$ cat config.mk
export PLATFORM = sky130hd
export DESIGN_NAME = uart_cmd_scheduler_flat
export DESIGN_NICKNAME = d
export VERILOG_FILES = /design/src/rtl/uart_cmd_scheduler_if.sv /design/src/rtl/uart_cmd_scheduler.sv /design/src/flat_wrapper.sv
export SDC_FILE = /design/constraint.sdc
export NUM_CORES = 1
export LEC_CHECK = 0
export ABC_AREA = 0
export BUFFER_PORTS_ARGS = -buffer_cell sky130_fd_sc_hd__buf_2
export CELL_PAD_IN_SITES_DETAIL_PLACEMENT = 0
export CELL_PAD_IN_SITES_GLOBAL_PLACEMENT = 2
export CORE_MARGIN = 2
export CORE_UTILIZATION = 30
export DETAILED_ROUTE_END_ITERATION = 8
export PLACE_DENSITY_LB_ADDON = 0.1
export RECOVER_POWER = 100
export SLEW_MARGIN = 20
export SYNTH_ARGS = -nofsm -noshare
export SYNTH_HDL_FRONTEND = slang
export SYNTH_SLANG_ARGS = --single-unit
$ cat constraint.sdc
create_clock -name clk_i -period 8.11 [get_ports clk_i]
set_clock_uncertainty 0.05 [all_clocks]
set_input_delay 0.811 -clock clk_i [delete_from_list [all_inputs] [get_ports clk_i]]
set_output_delay 0.811 -clock clk_i [all_outputs]
set_load 0.1 [all_outputs]
$ cat src/rtl/uart_cmd_scheduler_if.sv
// Byte-stream and channel-load signal bundle for uart_cmd_scheduler.
// The master side is the scheduler; the slave side is the UART and channel fabric.
interface uart_cmd_scheduler_if #(
  parameter int DATA_BIT   = 32,
  parameter int OUTPUT_NUM = 16
);
  logic [7:0]            rx_data_i;
  logic                  rx_done_tick_i;
  logic                  tx_start_o;
  logic [7:0]            tx_data_o;
  logic                  tx_done_tick_i;
  logic [OUTPUT_NUM-1:0] ch_load_o;
  logic [DATA_BIT-1:0]   ch_pattern_o;
  logic [7:0]            ch_ctrl_o;
  logic                  timeout_o;
  logic                  overrun_o;

  modport master (
    input  rx_data_i, rx_done_tick_i, tx_done_tick_i,
    output tx_start_o, tx_data_o, ch_load_o, ch_pattern_o, ch_ctrl_o,
    timeout_o, overrun_o
  );

  modport slave (
    output rx_data_i, rx_done_tick_i, tx_done_tick_i,
    input  tx_start_o, tx_data_o, ch_load_o, ch_pattern_o, ch_ctrl_o,
    timeout_o, overrun_o
  );
endinterface

$ cat src/rtl/uart_cmd_scheduler.sv
// Decodes A5-framed UART command packets into one-hot channel pattern loads
// and answers each packet with an ACK (0x06) or NAK (0x15) byte.
module uart_cmd_scheduler #(
  parameter int DATA_BIT    = 32,
  parameter int OUTPUT_NUM  = 16,
  parameter int TIMEOUT_CLK = 100_000
) (
  input  logic clk_i,
  input  logic rst_i,
  uart_cmd_scheduler_if.master bus
);

  localparam logic [2:0] IDLE    = 3'd0;
  localparam logic [2:0] CHAN    = 3'd1;
  localparam logic [2:0] DATA    = 3'd2;
  localparam logic [2:0] CTRL    = 3'd3;
  localparam logic [2:0] CSUM    = 3'd4;
  localparam logic [2:0] LOAD    = 3'd5;
  localparam logic [2:0] ACK     = 3'd6;
  localparam logic [2:0] WAIT_TX = 3'd7;

  localparam int         BYTES    = DATA_BIT / 8;
  localparam int         BCNT_W   = $clog2(BYTES + 1);
  localparam int         TMO_W    = $clog2(TIMEOUT_CLK + 1);
  localparam logic [7:0] HEADER   = 8'hA5;
  localparam logic [7:0] ACK_BYTE = 8'h06;
  localparam logic [7:0] NAK_BYTE = 8'h15;

  logic [2:0]            state;
  logic [7:0]            chan;
  logic [7:0]            ctrl;
  logic [7:0]            csum;
  logic [DATA_BIT-1:0]   pattern;
  logic [BCNT_W-1:0]     byte_cnt;
  logic [TMO_W-1:0]      tmo_cnt;
  logic                  pkt_ok;

  logic                  in_pkt;
  logic                  busy;
  logic                  rx;
  logic                  tmo_hit;
  logic                  csum_ok;
  logic [OUTPUT_NUM-1:0] onehot;

  always_comb begin
    rx      = bus.rx_done_tick_i;
    in_pkt  = state inside {CHAN, DATA, CTRL, CSUM};
    busy    = state inside {LOAD, ACK, WAIT_TX};
    // A byte arriving on the terminal count wins over the timeout.
    tmo_hit = in_pkt && !rx && (tmo_cnt == TMO_W'(TIMEOUT_CLK - 1));
    csum_ok = (csum == bus.rx_data_i) && ({1'b0, chan} < 9'(OUTPUT_NUM));
    onehot  = OUTPUT_NUM'(1) << chan;
  end

  always_ff @(posedge clk_i or posedge rst_i) begin
    if (rst_i) begin
      state            <= IDLE;
      chan             <= '0;
      ctrl             <= '0;
      csum             <= '0;
      pattern          <= '0;
      byte_cnt         <= '0;
      tmo_cnt          <= '0;
      pkt_ok           <= 1'b0;
      bus.tx_start_o   <= 1'b0;
      bus.tx_data_o    <= '0;
      bus.ch_load_o    <= '0;
      bus.ch_pattern_o <= '0;
      bus.ch_ctrl_o    <= '0;
      bus.timeout_o    <= 1'b0;
      bus.overrun_o    <= 1'b0;
    end else begin
      bus.ch_load_o  <= '0;
      bus.tx_start_o <= 1'b0;
      bus.timeout_o  <= tmo_hit;
      bus.overrun_o  <= busy && rx;

      if (!in_pkt || rx || tmo_hit) tmo_cnt <= '0;
      else                          tmo_cnt <= tmo_cnt + TMO_W'(1);

      case (state)
        IDLE: begin
          if (rx && bus.rx_data_i == HEADER) state <= CHAN;
        end
        CHAN: begin
          if (rx) begin
            chan     <= bus.rx_data_i;
            csum     <= bus.rx_data_i;
            byte_cnt <= '0;
            state    <= DATA;
          end else if (tmo_hit) begin
            state <= IDLE;
          end
        end
        DATA: begin
          if (rx) begin
            pattern  <= (pattern << 8) | DATA_BIT'(bus.rx_data_i);
            csum     <= csum ^ bus.rx_data_i;
            byte_cnt <= byte_cnt + BCNT_W'(1);
            if (byte_cnt == BCNT_W'(BYTES - 1)) state <= CTRL;
          end else if (tmo_hit) begin
            state <= IDLE;
          end
        end
        CTRL: begin
          if (rx) begin
            ctrl  <= bus.rx_data_i;
            csum  <= csum ^ bus.rx_data_i;
            state <= CSUM;
          end else if (tmo_hit) begin
            state <= IDLE;
          end
        end
        CSUM: begin
          if (rx) begin
            // Channel outputs are registered here so they appear during LOAD.
            pkt_ok <= csum_ok;
            if (csum_ok) begin
              bus.ch_load_o    <= onehot;
              bus.ch_pattern_o <= pattern;
              bus.ch_ctrl_o    <= ctrl;
            end
            state <= LOAD;
          end else if (tmo_hit) begin
            state <= IDLE;
          end
        end
        LOAD: begin
          bus.tx_start_o <= 1'b1;
          bus.tx_data_o  <= pkt_ok ? ACK_BYTE : NAK_BYTE;
          state          <= ACK;
        end
        ACK: begin
          state <= WAIT_TX;
        end
        WAIT_TX: begin
          if (bus.tx_done_tick_i) state <= IDLE;
        end
        default: state <= IDLE;
      endcase
    end
  end

endmodule

$ cat src/flat_wrapper.sv
// flat-port wrapper written by rule: the top's interface ports become plain ports
module uart_cmd_scheduler_flat 
#(
  parameter int DATA_BIT    = 32,
  parameter int OUTPUT_NUM  = 16,
  parameter int TIMEOUT_CLK = 100_000
)
  (clk_i, rst_i, bus_rx_data_i, bus_rx_done_tick_i, bus_tx_done_tick_i, bus_tx_start_o, bus_tx_data_o, bus_ch_load_o, bus_ch_pattern_o, bus_ch_ctrl_o, bus_timeout_o, bus_overrun_o);
  uart_cmd_scheduler_if #(.DATA_BIT(DATA_BIT), .OUTPUT_NUM(OUTPUT_NUM)) bus_i ();
  input  logic clk_i;
  input  logic rst_i;
  input wire logic [$bits(bus_i.rx_data_i)-1:0] bus_rx_data_i;
  input wire logic [$bits(bus_i.rx_done_tick_i)-1:0] bus_rx_done_tick_i;
  input wire logic [$bits(bus_i.tx_done_tick_i)-1:0] bus_tx_done_tick_i;
  output wire logic [$bits(bus_i.tx_start_o)-1:0] bus_tx_start_o;
  output wire logic [$bits(bus_i.tx_data_o)-1:0] bus_tx_data_o;
  output wire logic [$bits(bus_i.ch_load_o)-1:0] bus_ch_load_o;
  output wire logic [$bits(bus_i.ch_pattern_o)-1:0] bus_ch_pattern_o;
  output wire logic [$bits(bus_i.ch_ctrl_o)-1:0] bus_ch_ctrl_o;
  output wire logic [$bits(bus_i.timeout_o)-1:0] bus_timeout_o;
  output wire logic [$bits(bus_i.overrun_o)-1:0] bus_overrun_o;
  assign bus_i.rx_data_i = bus_rx_data_i;
  assign bus_i.rx_done_tick_i = bus_rx_done_tick_i;
  assign bus_i.tx_done_tick_i = bus_tx_done_tick_i;
  assign bus_tx_start_o = bus_i.tx_start_o;
  assign bus_tx_data_o = bus_i.tx_data_o;
  assign bus_ch_load_o = bus_i.ch_load_o;
  assign bus_ch_pattern_o = bus_i.ch_pattern_o;
  assign bus_ch_ctrl_o = bus_i.ch_ctrl_o;
  assign bus_timeout_o = bus_i.timeout_o;
  assign bus_overrun_o = bus_i.overrun_o;
  uart_cmd_scheduler #(.DATA_BIT(DATA_BIT), .OUTPUT_NUM(OUTPUT_NUM), .TIMEOUT_CLK(TIMEOUT_CLK)) u_core (.clk_i(clk_i), .rst_i(rst_i), .bus(bus_i));
endmodule
### Word-level counts from Yosys, hierarchy flattened

Index checks and enable logic that the tools add are counted.

| cells by class | value |
|---|---|
| add/subtract/negate cells | 2 |
| order comparisons | 1 |
| equality and inequality tests | 17 |
| shift operators | 1 |
| multiplexer cells | 21 |
| bitwise logic cells | 2 |
| reductions and logical operators | 23 |

Operators by type and width:

| operator | number |
|---|---|
| 16-bit 2-to-1 mux | 3 |
| 32-bit by 8-bit OR with 32-bit output | 1 |
| 3-bit 2-to-1 mux | 10 |
| 3-bit one-hot mux with 8 select lines | 1 |
| 17-bit by 1-bit adder with 17-bit output, second input constant | 1 |
| 17-bit equality test, second input constant | 1 |
| 17-bit 2-to-1 mux | 1 |
| 8-bit 2-to-1 mux | 2 |
| 8-bit one-hot mux with 2 select lines | 1 |
| 1-bit by 8-bit << shifter with 16-bit output, first input constant | 1 |
| 3-bit equality test, second input constant | 4 |
| 3-bit AND reduction | 4 |
| 3-bit by 2-bit equality test with 1-bit output, second input constant | 3 |
| 8-bit equality test | 1 |
| 8-bit equality test, second input constant | 1 |
| 8-bit by 5-bit less-than comparator with 1-bit output, second input constant | 1 |
| 2-bit AND reduction | 4 |
| 8-bit bitwise XOR | 1 |
| 2-bit != test, second input constant | 3 |
| 3-bit one-hot mux with 2 select lines | 1 |
| 1-bit logical AND | 5 |
| 5-bit 2-to-1 mux | 1 |
| 2-bit by 1-bit != test with 1-bit output, second input constant | 2 |
| 2-bit nonzero test | 2 |
| other kinds (10) | 12 |

| storage, ports and cells | value |
|---|---|
| register bits | 147 |
| input port bits | 12 |
| output and inout bits | 67 |
| logic and storage cells | 82 |

### Logic depth before layout (Yosys ltp)

Gate-level depths: netlist of run 1.

| logic depth | value |
|---|---|
| depth after elaboration | 7 |
| mapped depth | 7 |
| depth with buffers taken out | 5 |

### Worst setup path before layout of run 1

Ideal clock, no wire load.

| timing path | value |
|---|---|
| path type | input port to flip-flop |
| start | input bus_rx_done_tick_i |
| end | register u_core.pattern[0] |
| setup time | 0.128 ns |
| data arrival time | 2.030 ns |
| required time | 7.932 ns |
| slack | 5.903 ns |
| stages | 6 |
| path buffers | 2 |
| path through | buf_6 nor2b_1 nand2_1 nor2_1 buf_2 mux2_1 |

| between the ends | value |
|---|---|
| word-level cells in the longest chain between the ends | 1 |

Ends and longest elaborated chain:

| item | RTL line | source |
|---|---|---|
| start, declared | flat_wrapper.sv:13 | `input wire logic [$bits(bus_i.rx_done_tick_i)-1:0] bus_rx_done_tick_i;` |
| 2-bit AND reduction (no source line) | n/a |  |
| end signal, assigned | uart_cmd_scheduler.sv:97 | `pattern <= (pattern << 8) \| DATA_BIT'(bus.rx_data_i);` |
| end, declared | uart_cmd_scheduler.sv:33 | `logic [DATA_BIT-1:0] pattern;` |

No other way between the ends.
A chain may end at the register's enable or synchronous reset.

### Worst setup path after layout of run 1

| timing path | value |
|---|---|
| start | input bus_rx_done_tick_i |
| end | register u_core.pattern[29] |

Same word-level chain as after synthesis.

==> results.md, run 1 <==
- CP Data Arrival Time: 4.27 ns
- Number of hold violations in the final report: 0
- Placed Cells: 769
- Wire length per cell: 15.3 µm
- Mapped Area: 0.00603 mm²
- P&R area growth vs syn: 15.4%
- Final std cells w/o fill: 801
- CORE AREA: 0.0196 mm²
- Hold_buf cts: 0
- Switching Fraction: 0.317
- CTS max path bufs: 2
- Final setup fails: 0
- Die height: 146 µm
- Slew at the pin closest to its max-slew limit: 3.02 ns
- Pins Over Slew Limit: 102
- Post-DR vias/cell: 4.43
- Postcts setup bufs: 0
- TritonCTS clock tree: yes
- P_int: 1.52 mW
- Placement Setup Slack: 4.91 ns
- Initial DRT Pass Iterations: 4
- Setup crit start kind: primary input
- PostCTS Resize Cnt: 0
- Ant. Diodes: 0
- Share of cells above drive strength 1: 0.129
- First-pass GRT wire length: 20,900 µm
- Multi-input logic area: 0.00213 mm²
- Clock transition at the registers of the reported paths: 0.06 ns
- Die area: 0.0213 mm²
- Clk root buf: clkbuf_16
- Synth Flop Type: dfrtp_1
- CP Class: in -> reg
- Post-route clock period utilization: 0.496
- H-tree levels: 4
- Synth Register Bits: 142
- Post-DRT Antenna Nets: 0
- HP Class: reg -> reg
- Combinational share of power: 0.183
- Sequential-to-total area share from yosys stat: 0.589
- Vias: 3,548
- First DRT Iteration DRCs: 93
- Largest cells by area after synthesis: dfrtp_1, mux2_4, mux2_1
- Fin util: 0.355
- Worst reg2reg path startpoint: u_core.state[2]
- Leak Pwr: 3.18 nW
- Worst setup endpoint: u_core.pattern[29]
- Start point of the critical path: bus_rx_done_tick_i
- Final worst slack: 4.09 ns
- Failing checks: max-capacitance violations, max-slew violations
- RSZ-0062 raised after global routing: false
- Starting Density: 0.308
- RD Place Congestion: 0.710
- Area share of the largest cell type after synthesis: 0.589
- Reg2reg path depth: 4
- Fin Setup TNS: 0 ns
- Reg2reg end: u_core.pattern[29]
- Max-Slew Margin vs Limit: -1.02
- Gr ovfl total: 0
- CP max FO: 32
- I/O Buffers: 74
- Worst setup EP type: flop
- IO Count: 79
- Flip-flop and latch area: 0.00355 mm²
- Max-Cap Viols: 2
- WL final: 12,300 µm
- Vias in the first global route: 3,798
- Ys async rst share: 1.00
- Die Wd: 146 µm
- Psw: 0.706 mW
- Dominant cell type by area after synthesis: dfrtp_1
- Worst-Skew Late Latency: 0.42 ns
- Post-synth EDFFs: 0
- Largest net degree at the start of global routing: 76
- Hold slack: 0.416 ns
- Num Clock Sinks: 142
- R2r setup slk: 4.32 ns
- Final nets: 538
- Clock share of power: 0.368
- Seq pwr share: 0.449
- PwrDens: 320 mW/mm²
- Hpwl dp: 8020 µm
- Status: complete, but fails checks
- Critical Path RT: 8.36 ns
- GRT Total Usage: 0.124
- Ys Warns: 0
- Netlist cell types: 40
- Syn avg cell area: 13.5 µm²
- # rows: 51
- Layout fillers: 2,013
- Final min period: 4.02 ns
- Max Fclk: 249 MHz
- Syn Inst Count: 447
- Remaining DRCs: 0
- Initial antenna violation count: 0
- Max rail drop VDD: 166 µV
- CTS buffer count: 17
layout by cell type (no fill, tap or decap), drive strengths merged, types with 3 or more instances in the layout:
cell	Yosys	routed
buf	15	11
nand2b	7	7
nand3	12	12
nor3	11	11
bufinv	0	3
clkinvlp	0	6
ha	3	3
nand4	6	6
and4	5	5
inv	7	11
or3	5	5
xnor2	5	5
a21oi	8	8
nor2	26	26
o21ai	12	12
nand2	37	37
xor2	22	22
nor4	8	8
dfrtp	142	142
nor4bb	4	4
conb	1	4
clkbuf	7	83
mux2	89	89
per-layer routing:
layer / up-vias / global-route usage / share of wire
li1: 1711 / - / -
met1: 1767 / 0.164 / 0.49
met2: 55 / 0.194 / 0.47
met3: 15 / 0.0320 / 0.031
met4: 0 / 0.0490 / 0.016
met5: - / 0 / 0
worst min-delay path by stage:
stage | start | cells after the start | endpoint
final | u_core.bus.tx_data_o[2] | 1 | u_core.bus.tx_data_o[2]
after floorplan | u_core.pkt_ok | 1 | u_core.bus.tx_data_o[0]
after CTS | u_core.bus.tx_data_o[2] | 1 | u_core.bus.tx_data_o[2]
after detailed placement | u_core.bus.tx_data_o[2] | 1 | u_core.bus.tx_data_o[2]
after global placement | u_core.bus.tx_data_o[2] | 1 | u_core.bus.tx_data_o[2]
after global routing | u_core.bus.tx_data_o[2] | 1 | u_core.bus.tx_data_o[2]
cells by family (layout without fill, tap and decap cells):
kind of cell	after synthesis	in the layout	synth area share
DFF	142	142	0.589
and+or+nand+nor	131	131	0.113
muxes	89	89	0.191
buffers and inverters	29	115	0.0363
xor gates and xnor gates	27	27	0.0404
AOI/OAI and AO/OA	25	25	0.0232
adders and majority gates	3	3	0.00622
other	1	4	0.000622
Yosys cell counts (all sizes together), types with 2 or more instances:
| master | number |
|---|---|
| a21oi | 8 |
| dfrtp | 142 |
| and4 | 5 |
| inv | 7 |
| ha | 3 |
| nand2 | 37 |
| nor2 | 26 |
| nand4 | 6 |
| and3 | 2 |
| nand2b | 7 |
| xnor2 | 5 |
| mux2 | 89 |
| o21ai | 12 |
| buf | 15 |
| xor2 | 22 |
| clkbuf | 7 |
| nand3 | 12 |
| nor4 | 8 |
| nor2b | 2 |
| or3 | 5 |
| nor4b | 2 |
| nor4bb | 4 |
| nor3 | 11 |
metrics by stage:
step | instance area, µm² | power [mW]
final | 6960 | 2.22
after CTS | 7200 | 2.27
after detailed placement | 6580 | 1.44
after global routing | 6960 | 2.36
after floorplan | 6040 | 1.34
after global placement | 6580 | 1.43
power by group through the flow:
stage / Clock [mW] / Combinational [mW] / Sequential, mW
after floorplan: 0 / 0.322 / 1.01
after global placement: 0 / 0.417 / 1.01
after detailed placement: 0 / 0.422 / 1.01
after CTS: 0.843 / 0.423 / 1.00
after global routing: 0.877 / 0.459 / 1.02
final: 0.818 / 0.408 / 0.998
worst max-delay path: stages:
cell and delay (ns):
clkbuf_1 0.33, nor2b_1 0.37, nand2_1 0.13, nor2_1 2.13
mux2_2 0.47
area by class of cell:
type,count,area share
Tap cell,265,0.0476
Inverter,7,0.00395
Clock buffer,18,0.0631
Sequential cell,142,0.510
Multi-Input combinational cell,279,0.306
Timing Repair Buffer,76,0.0433
Clock inverter,14,0.0259
flip-flops by register name, summed over array words and instances, names as in the netlist:
name,count
u_core.pattern,32
u_core.bus.ch_load_o,16
u_core.bus.timeout_o,1
u_core.byte_cnt,3
u_core.bus.ch_pattern_o,32
u_core.bus.tx_data_o,3
u_core.chan,8
u_core.ctrl,8
u_core.bus.ch_ctrl_o,8
u_core.pkt_ok,1
u_core.bus.overrun_o,1
u_core.csum,8
u_core.bus.tx_start_o,1
u_core.state,3
u_core.tmo_cnt,17
(Power assumes the default switching activity.)
==> run 2, diff against run 1 <==
- clock period: 8.11 -> 3.8 ns (I/O delays scaled with it)
==> run 2 against run 1 <==
- the run still ends with max-capacitance violations, max-slew violations left
- core utilization shrank 0.070 points
- sequential power grew 110%
- setup slack lost 3.1 ns
- hold slack lost 0.19 ns
- power grew 110%
- combinational power grew 120%
- sequential share of layout area grew 0.10 points
- die area is the same
- register-to-register slack lost 3.4 ns
- clock-buffer cell count shrank 1
- first-iteration DRC count grew 89%
- non-clock buffer count grew 3
- highest routed layer unchanged
==> results.md, run 2 (synthesized netlist as in run 1, its figures left out) <==
- Status: complete, but fails checks
- Failing checks: max-capacitance violations, max-slew violations
- Max Fclk: 350 MHz
- Max-Cap Viols: 1 (-1)
- Delay of the slowest critical-path stage: 1.28 ns (-0.85 ns)
- Share of cells above drive strength 1: 0.137 (+0.00856)
- HP Class: in -> reg
- I/O Buffers: 74 (unchanged)
- Final setup fails: 0 (unchanged)
- CP Data Arrival Time: 3.11 ns (-1.16 ns)
- Worst setup EP type: flop
- H-tree levels: 4 (unchanged)
- First-pass GRT wire length: 21,000 µm (+0.56%)
- CTS max path bufs: 2 (unchanged)
- IO Count: 79 (unchanged)
- Slew at the pin closest to its max-slew limit: 1.72 ns (-1.29 ns)
- Max rail drop VDD: 455 µV (+170%)
- Layout fillers: 1,971 (-2.1%)
- RD Place Congestion: 0.696 (-2.0%)
- Worst-Skew Late Latency: 0.42 ns (about the same)
- Clk root buf: clkbuf_16
- Die area: 0.0213 mm² (unchanged)
- # rows: 51 (unchanged)
- CP max FO: 32 (unchanged)
- Remaining DRCs: 0 (unchanged)
- Die Wd: 146 µm (unchanged)
- Vias: 3,612 (+1.8%)
- Gr ovfl total: 0 (unchanged)
- Ant. Diodes: 0 (unchanged)
- Setup crit start kind: flop
- Die height: 146 µm (unchanged)
- Top flop regs: u_core.bus.ch_pattern_o: 32 flops, u_core.pattern: 32 flops, u_core.tmo_cnt: 17 flops
- Initial antenna violation count: 0 (unchanged)
- Final min period: 2.86 ns
- Pins Over Slew Limit: 33 (-68%)
- Post-DRT Antenna Nets: 0 (unchanged)
- CP Class: reg -> reg
- Number of hold violations in the final report: 0 (unchanged)
- Clock transition at the registers of the reported paths: 0.07 ns (about the same)
- GRT Total Usage: 0.125 (+0.000905)
- Initial DRT Pass Iterations: 4 (unchanged)
- Post-DR vias/cell: 4.49 (+1.4%)
- PostCTS Resize Cnt: 0 (unchanged)
- Hpwl dp: 8250 µm (+2.9%)
- Fin util: 0.355 (-0.000702)
- Starting Density: 0.308 (unchanged)
- Fin Setup TNS: 0 ns (unchanged)
- Max-Slew Margin vs Limit: -0.150 (+0.873)
- First DRT Iteration DRCs: 176 (+89%)
- Most common cell after layout, fill and taps aside: dfrtp_1
- CORE AREA: 0.0196 mm² (unchanged)
- TritonCTS clock tree: yes
- WL final: 12,500 µm (+1.9%)
- Slowest stage cell, crit path: nor2_2
- PwrDens: 658 mW/mm² (+110%)
- Commonest non-fill, non-tap cells in the layout: dfrtp_1, mux2_1, clkbuf_1
- Largest net degree at the start of global routing: 78 (+2.6%)
- Critical Path RT: 4.05 ns (-4.31 ns)
- RSZ-0062 raised after global routing: false
- Final nets: 541 (+0.56%)
- Cell chain of the critical path: nor2b_1 > nand2_1 > nor2_2 > mux2_2
- Num Clock Sinks: 142 (unchanged)
- Wire length per cell: 15.6 µm (+1.5%)
- P&R area growth vs syn: 15.2%
- Leak Pwr: 3.18 nW (+0.16%)
- Vias in the first global route: 3,805 (+0.18%)
- CTS buffer count: 17 (unchanged)
- Post-route clock period utilization: 0.752
run 2: changes by cell type in the layout (fill, tap and decap cells not counted), sizes merged:
cell,change
buf,+3
clkinv,+3
clkinvlp,-2
inv,+3
clkbuf,-2
dlygate4sd3,+1
bufinv,-3
run 2: what timing repair did:
action | CTS | global route
hold buffers | 1 | 0
hold endpoints to repair | 7 | 0
buffers inserted | 0 | 0
run 2: path summary, 6_finish.rpt:
kind                                                to                     from  cells after the start  slack (ns)
setup / recovery                    u_core.pattern[30]          u_core.state[2]                      4        0.94
hold / removal                    u_core.bus.overrun_o       bus_rx_done_tick_i                      3        0.22
setup reg to reg                    u_core.pattern[30]          u_core.state[2]                      4        0.94
hold reg to reg                u_core.bus.tx_data_o[2]  u_core.bus.tx_data_o[2]                      1        0.42
max in group asynchronous           u_core.tmo_cnt[11]                    rst_i                      4        1.45
min in group asynchronous  u_core.bus.ch_pattern_o[17]                    rst_i                      3        0.73
run 2: metrics by stage:
step           power (mW)  instance area [µm²]  cells  worst slack [ns]  hold WS, ns
4_1_cts              4.67                 7180    804              1.19        0.210
3_5_place_dp         3.08                 6620    771              1.19        0.399
3_3_place_gp         3.06                 6620    771              1.19        0.399
2_1_floorplan        2.85                 6050    450              1.59        0.406
6_report             4.57                 6950    804             0.941        0.221
5_1_grt              4.87                 6950    804             0.618        0.227
run 2: area by class of cell:
class                      instances  area, µm²  share of cell area
timing repair buffer              79        354              0.0510
tap                              265        332              0.0477
clock inverter                    15        125              0.0180
inverter                           7       27.5             0.00396
sequential                       142       3550               0.511
multi-input combinational        279       2130               0.307
clock buffer                      17        425              0.0612
run 2: critical path, delay by kind of cell (launching register included):
kind,cells,cell delay [ns]
flops,1,0.51
simple gates,3,1.72
mux,1,0.44
run 2: layer usage:
layer | track usage | routed length [µm]
met1 | 0.170 | 6100
met2 | 0.192 | 5750
met5 | 0 | 0
met4 | 0.0436 | 165
met3 | 0.0345 | 489
run 2: power by group:
part           leakage, nW  internal, mW  switching (mW)
logic                 1.04         0.348           0.556
registers             1.88          1.84           0.264
clock network        0.265         0.855           0.710
